--- config.mk ---
export PLATFORM = sky130hd
export DESIGN_NAME = mt_csl_wrseq_flat
export DESIGN_NICKNAME = d
export VERILOG_FILES = /design/src/rtl/mt_csl_wrseq_pkg.sv /design/src/rtl/mt_csl_wrseq_if.sv /design/src/rtl/mt_csl_wfifo.sv /design/src/rtl/mt_csl_wrseq.sv /design/src/flat_wrapper.sv
export SDC_FILE = /design/constraint.sdc
export NUM_CORES = 1
export LEC_CHECK = 0
export ABC_AREA = 0
export ABC_CLOCK_PERIOD_IN_PS = 4400
export BUFFER_PORTS_ARGS = -buffer_cell sky130_fd_sc_hd__buf_2
export CAP_MARGIN = 25
export CORE_ASPECT_RATIO = 1.75
export CORE_MARGIN = 4
export CORE_UTILIZATION = 40
export DETAILED_ROUTE_END_ITERATION = 6
export GPL_TIMING_DRIVEN = 0
export HOLD_SLACK_MARGIN = 0.1
export MAX_ROUTING_LAYER = met4
export SLEW_MARGIN = 10
export SYNTH_ARGS = -nofsm -noshare
export SYNTH_HDL_FRONTEND = slang
export SYNTH_SLANG_ARGS = --single-unit
--- constraint.sdc ---
create_clock -name axiClk -period 4.4 [get_ports axiClk]
set_input_delay 0.44 -clock axiClk [delete_from_list [all_inputs] [get_ports axiClk]]
set_output_delay 0.44 -clock axiClk [all_outputs]
set_load 0.02 [all_outputs]
--- src/rtl/mt_csl_wrseq_pkg.sv ---
// mtcsl_pkg: shared types and constants for the magtape console write sequencer.
// Contents: pairing FSM state enum, console register offsets, tape word width,
// config field bit positions, byte-lane merge helper.
package mtcsl_pkg;

  typedef enum logic [1:0] {
    IDLE    = 2'd0,
    HAVE_LO = 2'd1,
    HAVE_HI = 2'd2
  } seqState_t;

  localparam logic [7:0] OFS_WR_LO = 8'h60;
  localparam logic [7:0] OFS_WR_HI = 8'h64;
  localparam logic [7:0] OFS_CFG   = 8'h68;

  localparam int WORD_W = 36;

  localparam int CFG_DPR_LSB = 0;
  localparam int CFG_MOL_LSB = 8;
  localparam int CFG_WRL_LSB = 16;

  // Lanes with strb=0 keep their old byte.
  function automatic logic [31:0] mergeLanes(input logic [31:0] oldVal,
                                             input logic [31:0] newVal,
                                             input logic [3:0]  strb);
    logic [31:0] res;
    res = oldVal;
    for (int i = 0; i < 4; i++) begin
      if (strb[i]) res[i*8 +: 8] = newVal[i*8 +: 8];
    end
    return res;
  endfunction

endpackage

--- src/rtl/mt_csl_wrseq_if.sv ---
// mt_csl_wrseq_if: write-word handshake between the console sequencer and
// the MT controller.
//   mtWDAT  36-bit head word; tape bit 0 (the MSB) is mtWDAT[35]
//   mtWVLD  head word valid
//   mtWRDY  MT accepts the head word this cycle
// master = sequencer side, slave = MT controller side.
interface mt_csl_wrseq_if;
  import mtcsl_pkg::*;

  logic [WORD_W-1:0] mtWDAT;
  logic              mtWVLD;
  logic              mtWRDY;

  modport master (output mtWDAT, output mtWVLD, input mtWRDY);
  modport slave  (input mtWDAT, input mtWVLD, output mtWRDY);
endinterface

--- src/rtl/mt_csl_wfifo.sv ---
// mt_csl_wfifo: synchronous FIFO for assembled tape words.
// Ports:
//   clk, rstN     clock, asynchronous active-low reset
//   push, din     write request and data (ignored when full with no pop)
//   pop           read request (ignored when empty)
//   head          current head word, 0 while empty
//   full, empty   status
//   count         occupancy 0..DEPTH
// DEPTH must be a power of two so the pointers wrap naturally.
module mt_csl_wfifo #(
  parameter  int DEPTH = 4,
  parameter  int WIDTH = 36,
  localparam int PTR_W = $clog2(DEPTH),
  localparam int CNT_W = PTR_W + 1
) (
  input  logic             clk,
  input  logic             rstN,
  input  logic             push,
  input  logic [WIDTH-1:0] din,
  input  logic             pop,
  output logic [WIDTH-1:0] head,
  output logic             full,
  output logic             empty,
  output logic [CNT_W-1:0] count
);

  logic [WIDTH-1:0] mem [DEPTH];
  logic [PTR_W-1:0] wrPtr, rdPtr;
  logic             doPop, doPush;

  assign empty  = (count == '0);
  assign full   = (count == CNT_W'(DEPTH));
  assign doPop  = pop & ~empty;
  // A pop in the same cycle frees the slot, so a push while full still lands.
  assign doPush = push & (~full | doPop);
  assign head   = empty ? '0 : mem[rdPtr];

  always_ff @(posedge clk or negedge rstN) begin
    if (!rstN) begin
      wrPtr <= '0;
      rdPtr <= '0;
      count <= '0;
    end else begin
      if (doPush) wrPtr <= wrPtr + 1'b1;
      if (doPop)  rdPtr <= rdPtr + 1'b1;
      case ({doPush, doPop})
        2'b10:   count <= count + 1'b1;
        2'b01:   count <= count - 1'b1;
        default: ;
      endcase
    end
  end

  always_ff @(posedge clk) begin
    if (doPush) mem[wrPtr] <= din;
  end

endmodule

--- src/rtl/mt_csl_wrseq.sv ---
// mt_csl_wrseq: console-side magtape write sequencer.
// Pairs lo/hi 32-bit console writes into 36-bit tape words, queues them and
// hands them to the MT controller; owns DPR/MOL/WRL config and a coherent
// two-read snapshot of the 64-bit MT data interface register.
// Ports:
//   axiClk, axiResetN         clock, asynchronous active-low reset
//   wrLo/wrHi/wrCfg           single-cycle write strobes (lo half, hi half, config)
//   wstrb, wdata              byte-lane enables and write data
//   rdLo/rdHi, rdData         readback strobes and data (lo snapshots, hi replays)
//   clrErr, ovfl              clear / sticky FIFO overflow
//   mtDPR/mtMOL/mtWRL         drive configuration outputs
//   mtWr                      write-word handshake (mt_csl_wrseq_if.master)
//   mtDIRO                    MT data interface register
//   fifoCnt                   FIFO occupancy
//   mtDEBUG                   debug counters, 0 unless MTCSL_WRSEQ_DEBUG_EN
//
// state   | meaning
// IDLE    | no half staged
// HAVE_LO | lo half written, waiting for hi
// HAVE_HI | hi half written, waiting for lo
module mt_csl_wrseq
  import mtcsl_pkg::*;
#(
  parameter int          FIFO_DEPTH = 4,
  parameter logic [23:0] CFG_RESET  = 24'h000000
) (
  input  logic        axiClk,
  input  logic        axiResetN,
  input  logic        wrLo,
  input  logic        wrHi,
  input  logic        wrCfg,
  input  logic [3:0]  wstrb,
  input  logic [31:0] wdata,
  input  logic        rdLo,
  input  logic        rdHi,
  output logic [31:0] rdData,
  input  logic        clrErr,
  output logic [7:0]  mtDPR,
  output logic [7:0]  mtMOL,
  output logic [7:0]  mtWRL,
  mt_csl_wrseq_if.master mtWr,
  input  logic [63:0] mtDIRO,
  output logic [4:0]  fifoCnt,
  output logic        ovfl,
  output logic [63:0] mtDEBUG
);

  localparam int CNT_W = $clog2(FIFO_DEPTH) + 1;

  seqState_t         state, stateNxt;
  logic [31:0]       loReg, hiReg, loNxt, hiNxt;
  logic              complete;
  logic [WORD_W-1:0] pushWord;
  logic              popNow, dropNow;
  logic              fifoFull, fifoEmpty;
  logic [CNT_W-1:0]  cnt;
  logic [23:0]       cfgReg;
  logic [31:0]       shadowHi;

  assign loNxt    = wrLo ? mergeLanes(loReg, wdata, wstrb) : loReg;
  assign hiNxt    = wrHi ? mergeLanes(hiReg, wdata, wstrb) : hiReg;
  // Only hi[3:0] is part of the tape word; hi[31:4] is staged but ignored.
  assign pushWord = {hiNxt[3:0], loNxt};

  always_comb begin
    stateNxt = state;
    complete = 1'b0;
    case (state)
      IDLE: begin
        if (wrLo && wrHi) complete = 1'b1;
        else if (wrLo)    stateNxt = HAVE_LO;
        else if (wrHi)    stateNxt = HAVE_HI;
      end
      HAVE_LO: if (wrHi) complete = 1'b1;
      HAVE_HI: if (wrLo) complete = 1'b1;
      default: stateNxt = IDLE;
    endcase
    if (complete) stateNxt = IDLE;
  end

  always_ff @(posedge axiClk or negedge axiResetN) begin
    if (!axiResetN) begin
      state <= IDLE;
      loReg <= '0;
      hiReg <= '0;
    end else begin
      state <= stateNxt;
      loReg <= loNxt;
      hiReg <= hiNxt;
    end
  end

  assign popNow  = mtWr.mtWVLD & mtWr.mtWRDY;
  assign dropNow = complete & fifoFull & ~popNow;

  mt_csl_wfifo #(.DEPTH(FIFO_DEPTH), .WIDTH(WORD_W)) uFifo (
    .clk   (axiClk),
    .rstN  (axiResetN),
    .push  (complete),
    .din   (pushWord),
    .pop   (popNow),
    .head  (mtWr.mtWDAT),
    .full  (fifoFull),
    .empty (fifoEmpty),
    .count (cnt)
  );

  assign mtWr.mtWVLD = ~fifoEmpty;
  assign fifoCnt     = 5'(cnt);

  always_ff @(posedge axiClk or negedge axiResetN) begin
    if (!axiResetN)   ovfl <= 1'b0;
    else if (dropNow) ovfl <= 1'b1;
    else if (clrErr)  ovfl <= 1'b0;
  end

  always_ff @(posedge axiClk or negedge axiResetN) begin
    if (!axiResetN) begin
      cfgReg <= CFG_RESET;
    end else if (wrCfg) begin
      for (int i = 0; i < 3; i++) begin
        if (wstrb[i]) cfgReg[i*8 +: 8] <= wdata[i*8 +: 8];
      end
    end
  end

  assign mtDPR = cfgReg[CFG_DPR_LSB +: 8];
  assign mtMOL = cfgReg[CFG_MOL_LSB +: 8];
  assign mtWRL = cfgReg[CFG_WRL_LSB +: 8];

  // The lo read returns live data directly, so only the upper half of the
  // snapshot needs to be held for the following hi read.
  always_ff @(posedge axiClk or negedge axiResetN) begin
    if (!axiResetN) begin
      shadowHi <= '0;
      rdData   <= '0;
    end else if (rdLo) begin
      shadowHi <= mtDIRO[63:32];
      rdData   <= mtDIRO[31:0];
    end else if (rdHi) begin
      rdData   <= shadowHi;
    end
  end

`ifdef MTCSL_WRSEQ_DEBUG_EN
  logic [15:0] nPush, nPop, nDrop;
  logic        pushOk;

  assign pushOk = complete & ~dropNow;

  always_ff @(posedge axiClk or negedge axiResetN) begin
    if (!axiResetN) begin
      nPush <= '0;
      nPop  <= '0;
      nDrop <= '0;
    end else begin
      if (pushOk  && nPush != 16'hFFFF) nPush <= nPush + 1'b1;
      if (popNow  && nPop  != 16'hFFFF) nPop  <= nPop + 1'b1;
      if (dropNow && nDrop != 16'hFFFF) nDrop <= nDrop + 1'b1;
    end
  end

  assign mtDEBUG = {nPush, nPop, nDrop, 3'b000, fifoCnt, 5'b00000, 1'b0, state};
`else
  assign mtDEBUG = '0;
`endif

endmodule

--- src/flat_wrapper.sv ---
// flat-port wrapper written by rule: the top's interface ports become plain ports
module mt_csl_wrseq_flat import mtcsl_pkg::*;
#(
  parameter int          FIFO_DEPTH = 4,
  parameter logic [23:0] CFG_RESET  = 24'h000000
)
  (axiClk, axiResetN, wrLo, wrHi, wrCfg, wstrb, wdata, rdLo, rdHi, rdData, clrErr, mtDPR, mtMOL, mtWRL, mtDIRO, fifoCnt, ovfl, mtDEBUG, mtWr_mtWDAT, mtWr_mtWVLD, mtWr_mtWRDY);
  mt_csl_wrseq_if mtWr_i ();
  input  logic axiClk;
  input  logic axiResetN;
  input  logic wrLo;
  input  logic wrHi;
  input  logic wrCfg;
  input  logic [3:0] wstrb;
  input  logic [31:0] wdata;
  input  logic rdLo;
  input  logic rdHi;
  output logic [31:0] rdData;
  input  logic clrErr;
  output logic [7:0] mtDPR;
  output logic [7:0] mtMOL;
  output logic [7:0] mtWRL;
  input  logic [63:0] mtDIRO;
  output logic [4:0] fifoCnt;
  output logic ovfl;
  output logic [63:0] mtDEBUG;
  output wire logic [$bits(mtWr_i.mtWDAT)-1:0] mtWr_mtWDAT;
  output wire logic [$bits(mtWr_i.mtWVLD)-1:0] mtWr_mtWVLD;
  input wire logic [$bits(mtWr_i.mtWRDY)-1:0] mtWr_mtWRDY;
  assign mtWr_mtWDAT = mtWr_i.mtWDAT;
  assign mtWr_mtWVLD = mtWr_i.mtWVLD;
  assign mtWr_i.mtWRDY = mtWr_mtWRDY;
  mt_csl_wrseq #(.FIFO_DEPTH(FIFO_DEPTH), .CFG_RESET(CFG_RESET)) u_core (.axiClk(axiClk), .axiResetN(axiResetN), .wrLo(wrLo), .wrHi(wrHi), .wrCfg(wrCfg), .wstrb(wstrb), .wdata(wdata), .rdLo(rdLo), .rdHi(rdHi), .rdData(rdData), .clrErr(clrErr), .mtDPR(mtDPR), .mtMOL(mtMOL), .mtWRL(mtWRL), .mtWr(mtWr_i), .mtDIRO(mtDIRO), .fifoCnt(fifoCnt), .ovfl(ovfl), .mtDEBUG(mtDEBUG));
endmodule
==> run_results.csv <==
group,metric,value,unit
global_routing,grt_pass1_vias,7133,
detailed_routing,vias_per_cell,4.65,
detailed_routing,dr.first_iter.drc_count,169,
power_and_ir_drop,swShare,32.3,%
detailed_routing,via_count,6607,
sta,timing.final.crit_period,2.84,ns
sta,max_freq,352,MHz
die,die_y,232,microns
yosys,synth-edff-count,144,
yosys,async_reset_ff_share,48.2,%
power_and_ir_drop,power_frac_clock,26.3,%
hold_path,whs_path_depth,3,
yosys,synth_cells,709,
hold_path,hold_path_class,"in2reg",
power_and_ir_drop,total_power,8180,uW
clock_network,clkTransAtPathRegs,0.07,ns
clock_network,cts-resized-gates,0,
sta,tns,0,ns
global_routing,grt_usage,16.5,%
clock_network,cts_root_buf,"clkbuf_16",
critical_path,path_cells,"buf_2 > buf_1 > mux4_2 > and2_1 > buf_2",
critical_path,critical_path.max_stage_delay,0.55,ns
cells_and_area,drive_above_1_share,44.4,%
power_and_ir_drop,p_leak,0.00611,uW
clock_network,cts.sinks,278,
clock_network,clk-insertion-delay-late,0.53,ns
yosys,yosysTopAreaCell,"edfxtp_1",
detailed_routing,antenna_left,0,
placement,io_buffer_count,202,
power_and_ir_drop,p_switching,2640,uW
critical_path,crit_start,"u_core.uFifo.rdPtr[1]$_DFFE_PN0N_",
power_and_ir_drop,pwr-share-comb,32.5,%
clock_network,holdBufCountCts,16,
yosys,post-synth-top-count-cell,"edfxtp_1",
critical_path,path_common_cell,"buf_2",
placement,dp_slack,1.86,ns
critical_path,crit_type,"reg2out",
yosys,ys_seq_area_share,66.8,%
critical_path,crit_slowest_cell,"buf_1",
cells_and_area,register_area,7680,sq um
yosys,synthTopCellsByArea,"edfxtp_1 38%, dfrtp_1 29%, mux2_2 9.0%",
critical_path,timing.rr.start,"u_core.state[0]$_DFFE_PN0P_",
yosys,synth_flop_cell,"edfxtp_1",
critical_path,r2r_cells,7,
die,die_area,31600,sq um
sta,grt_setup_unrepaired,"false",
sta,min_period_over_period,64.6,%
die,io_pins,272,
critical_path,end_kind,"primary output",
critical_path,critical_path_arrival,2.40,ns
die,start_util,40.8,%
detailed_routing,post_drt_wl_per_cell,17.8,microns
clock_network,cts_tree,"yes",
global_routing,grt_overflow,0,
critical_path,ff2ff_setup_slack,1.87,ns
placement,dp_hpwl,18200,microns
sta,maxSlewHeadroom,52.2,%
placement,place.gp.congestion,0.786,
clock_network,cts_setup_buffers,0,
yosys,synthesis.area,11500,sq um
detailed_routing,drc,0,
yosys,postSynthAreaPerCell,16.2,sq um
sta,tightest_slew,0.717,ns
cells_and_area,area_growth,24.6,%
hold_path,hold_path_end,"u_core.rdData[5]$_DFFE_PN0P_",
sta,finalHoldViolCount,0,
power_and_ir_drop,vdd_ir_drop_max,0.000288,V
sta,setup_violations,0,
cells_and_area,multi_input_area,3400,sq um
power_and_ir_drop,power.internal,5530,uW
die,rows,81,
critical_path,regToRegEndpoint,"u_core.uFifo.mem[0][7]$_DFFE_PP_",
outcome,status,"complete, no violations",
global_routing,grt_pass1_wl,39100,microns
run,maxCapViolations,0,
global_routing,grt_max_degree,75,
yosys,yosysTopAreaCellShare,37.6,%
global_routing,antenna_found_initial,2,
clock_network,htreeDepth,1,
yosys,yosysWarnings,0,
die,dieWidth,136,microns
sta,fin_skew,0.0109,ns
yosys,synth-seq-cells,278,
critical_path,cp-start-kind,"flip-flop",
clock_network,cts_made_buffers,26,
power_and_ir_drop,seq_power_share,41.2,%
yosys,synth_commonest_cells,"144 x edfxtp_1, 134 x dfrtp_1, 92 x mux2_2",
hold_path,min-delay-start,"mtDIRO[5]",
die,core,28200,sq um
cells_and_area,fillers,2468,
power_and_ir_drop,power.density,571,nW/um^2
yosys,ys_types,39,
critical_path,critPathMaxFanout,10,
clock_network,clockBufferDepth,3,
cells_and_area,fin_nets,1143,
sta,final_max_slew_viol_count,0,
critical_path,worstPathRequired,3.96,ns
sta,worst_slack,1.56,ns
detailed_routing,wl,25300,microns
detailed_routing,dr.pass1.iters,4,
[through the flow]
stage / cells / cell area, sq um / utilization [%] / hold slack (ns)
3_5_place_dp: 1354 / 13300 / 47.4 / 0.406
5_1_grt: 1420 / 14300 / 50.8 / 0.114
6_report: 1420 / 14300 / 50.8 / 0.128
2_1_floorplan: 774 / 11700 / - / 0.144
3_3_place_gp: 1349 / 13200 / 46.9 / 0.482
4_1_cts: 1418 / 14300 / 50.8 / 0.101
[logic make-up after synthesis]
| logic type | after synthesis | share of synthesized area (%) |
|---|---|---|
| other | 1 | 0.0326 |
| flip-flops | 278 | 66.8 |
| AO/OA/AOI/OAI | 50 | 2.57 |
| XOR/XNOR | 5 | 0.381 |
| multiplexers | 160 | 18.8 |
| adder cells (fa/ha/maj) | 9 | 1.04 |
| buffers and inverters | 104 | 5.84 |
| AND/OR/NAND/NOR | 102 | 4.51 |
[worst max-delay path by stage]
| stage | cells after the start | slack (ns) | end |
|---|---|---|---|
| 5_1_grt | 5 | 1.39 | mtWr_mtWDAT[29] |
| 4_1_cts | 5 | 1.46 | mtWr_mtWDAT[29] |
| 6_report | 5 | 1.56 | mtWr_mtWDAT[29] |
| 3_5_place_dp | 7 | 1.86 | u_core.uFifo.mem[0][4]$_DFFE_PP_ |
| 3_3_place_gp | 1 | 0.77 | u_core.loReg[30]$_DFF_PN0_ |
| 2_1_floorplan | 6 | 1.85 | u_core.uFifo.mem[0][0]$_DFFE_PP_ |
[cells in the final DEF, fill, tap and decap left out, types with 2 or more instances in the layout]
| master | synthesis | layout |
|---|---|---|
| buf_12 | 0 | 4 |
| clkinv_4 | 0 | 2 |
| nand2_1 | 44 | 44 |
| buf_4 | 69 | 69 |
| ha_1 | 8 | 8 |
| inv_1 | 9 | 9 |
| clkinv_2 | 0 | 5 |
| or3_1 | 2 | 2 |
| dfrtp_1 | 134 | 134 |
| and2_2 | 0 | 4 |
| mux2_2 | 92 | 92 |
| clkinvlp_4 | 0 | 2 |
| diode_2 | 0 | 2 |
| nor2_1 | 4 | 4 |
| a31oi_1 | 2 | 2 |
| a21oi_1 | 2 | 2 |
| mux4_2 | 36 | 36 |
| clkinv_1 | 0 | 4 |
| mux2i_1 | 32 | 32 |
| conb_1 | 1 | 66 |
| xnor2_1 | 5 | 5 |
| edfxtp_1 | 144 | 144 |
| buf_1 | 2 | 2 |
| buf_2 | 9 | 210 |
| and2_1 | 40 | 36 |
| clkbuf_1 | 13 | 19 |
| dlygate4sd3_1 | 0 | 16 |
| o21ai_0 | 36 | 36 |
| a22oi_1 | 2 | 2 |
| clkbuf_16 | 0 | 27 |
| nand3_1 | 6 | 6 |
[layer usage]
| layer | part of all wire [%] | routed length [microns] | track usage [%] |
|---|---|---|---|
| met1 | 36 | 9170 | 17.3 |
| met2 | 55 | 14000 | 31.1 |
| met3 | 6.6 | 1660 | 3.08 |
| met4 | 1.8 | 461 | 4.38 |
| met5 | 0 | 0 | - |
[power groups by stage]
stage | Clock, uW | Combinational, uW | Sequential, uW
floorplan | 0 | 1720 | 3490
global placement | 0 | 2640 | 3430
detailed placement | 0 | 2710 | 3420
CTS | 2220 | 2730 | 3370
global route | 2330 | 2910 | 3410
finish | 2150 | 2660 | 3370
[registers in the layout (all words and copies together) (netlist names)]
signal	flops
u_core.uFifo.rdPtr	2
u_core.cfgReg	24
u_core.rdData	32
u_core.hiReg	4
u_core.uFifo.count	3
u_core.uFifo.mem	144
u_core.uFifo.wrPtr	2
u_core.ovfl	1
u_core.shadowHi	32
u_core.loReg	32
u_core.state	2
[final cells by class]
type,count,area share [%]
inverters,9,0.236
diodes,2,0.0349
clock buffers,34,4.97
well taps,373,3.26
clock inverters,14,0.716
multi-input cells,392,23.7
plain buffers,95,4.46
repair buffers,223,9.00
flip-flops and latches,278,53.6
[critical path: cells and delay by family, from the launching register on]
| family | cells | cell delay [ns] |
|---|---|---|
| flip-flops | 1 | 0.31 |
| AND/OR/NAND/NOR | 1 | 0.18 |
| multiplexers | 1 | 0.41 |
| buffers and inverters | 3 | 0.96 |
Note: power is estimated with default switching activity, not from simulation.
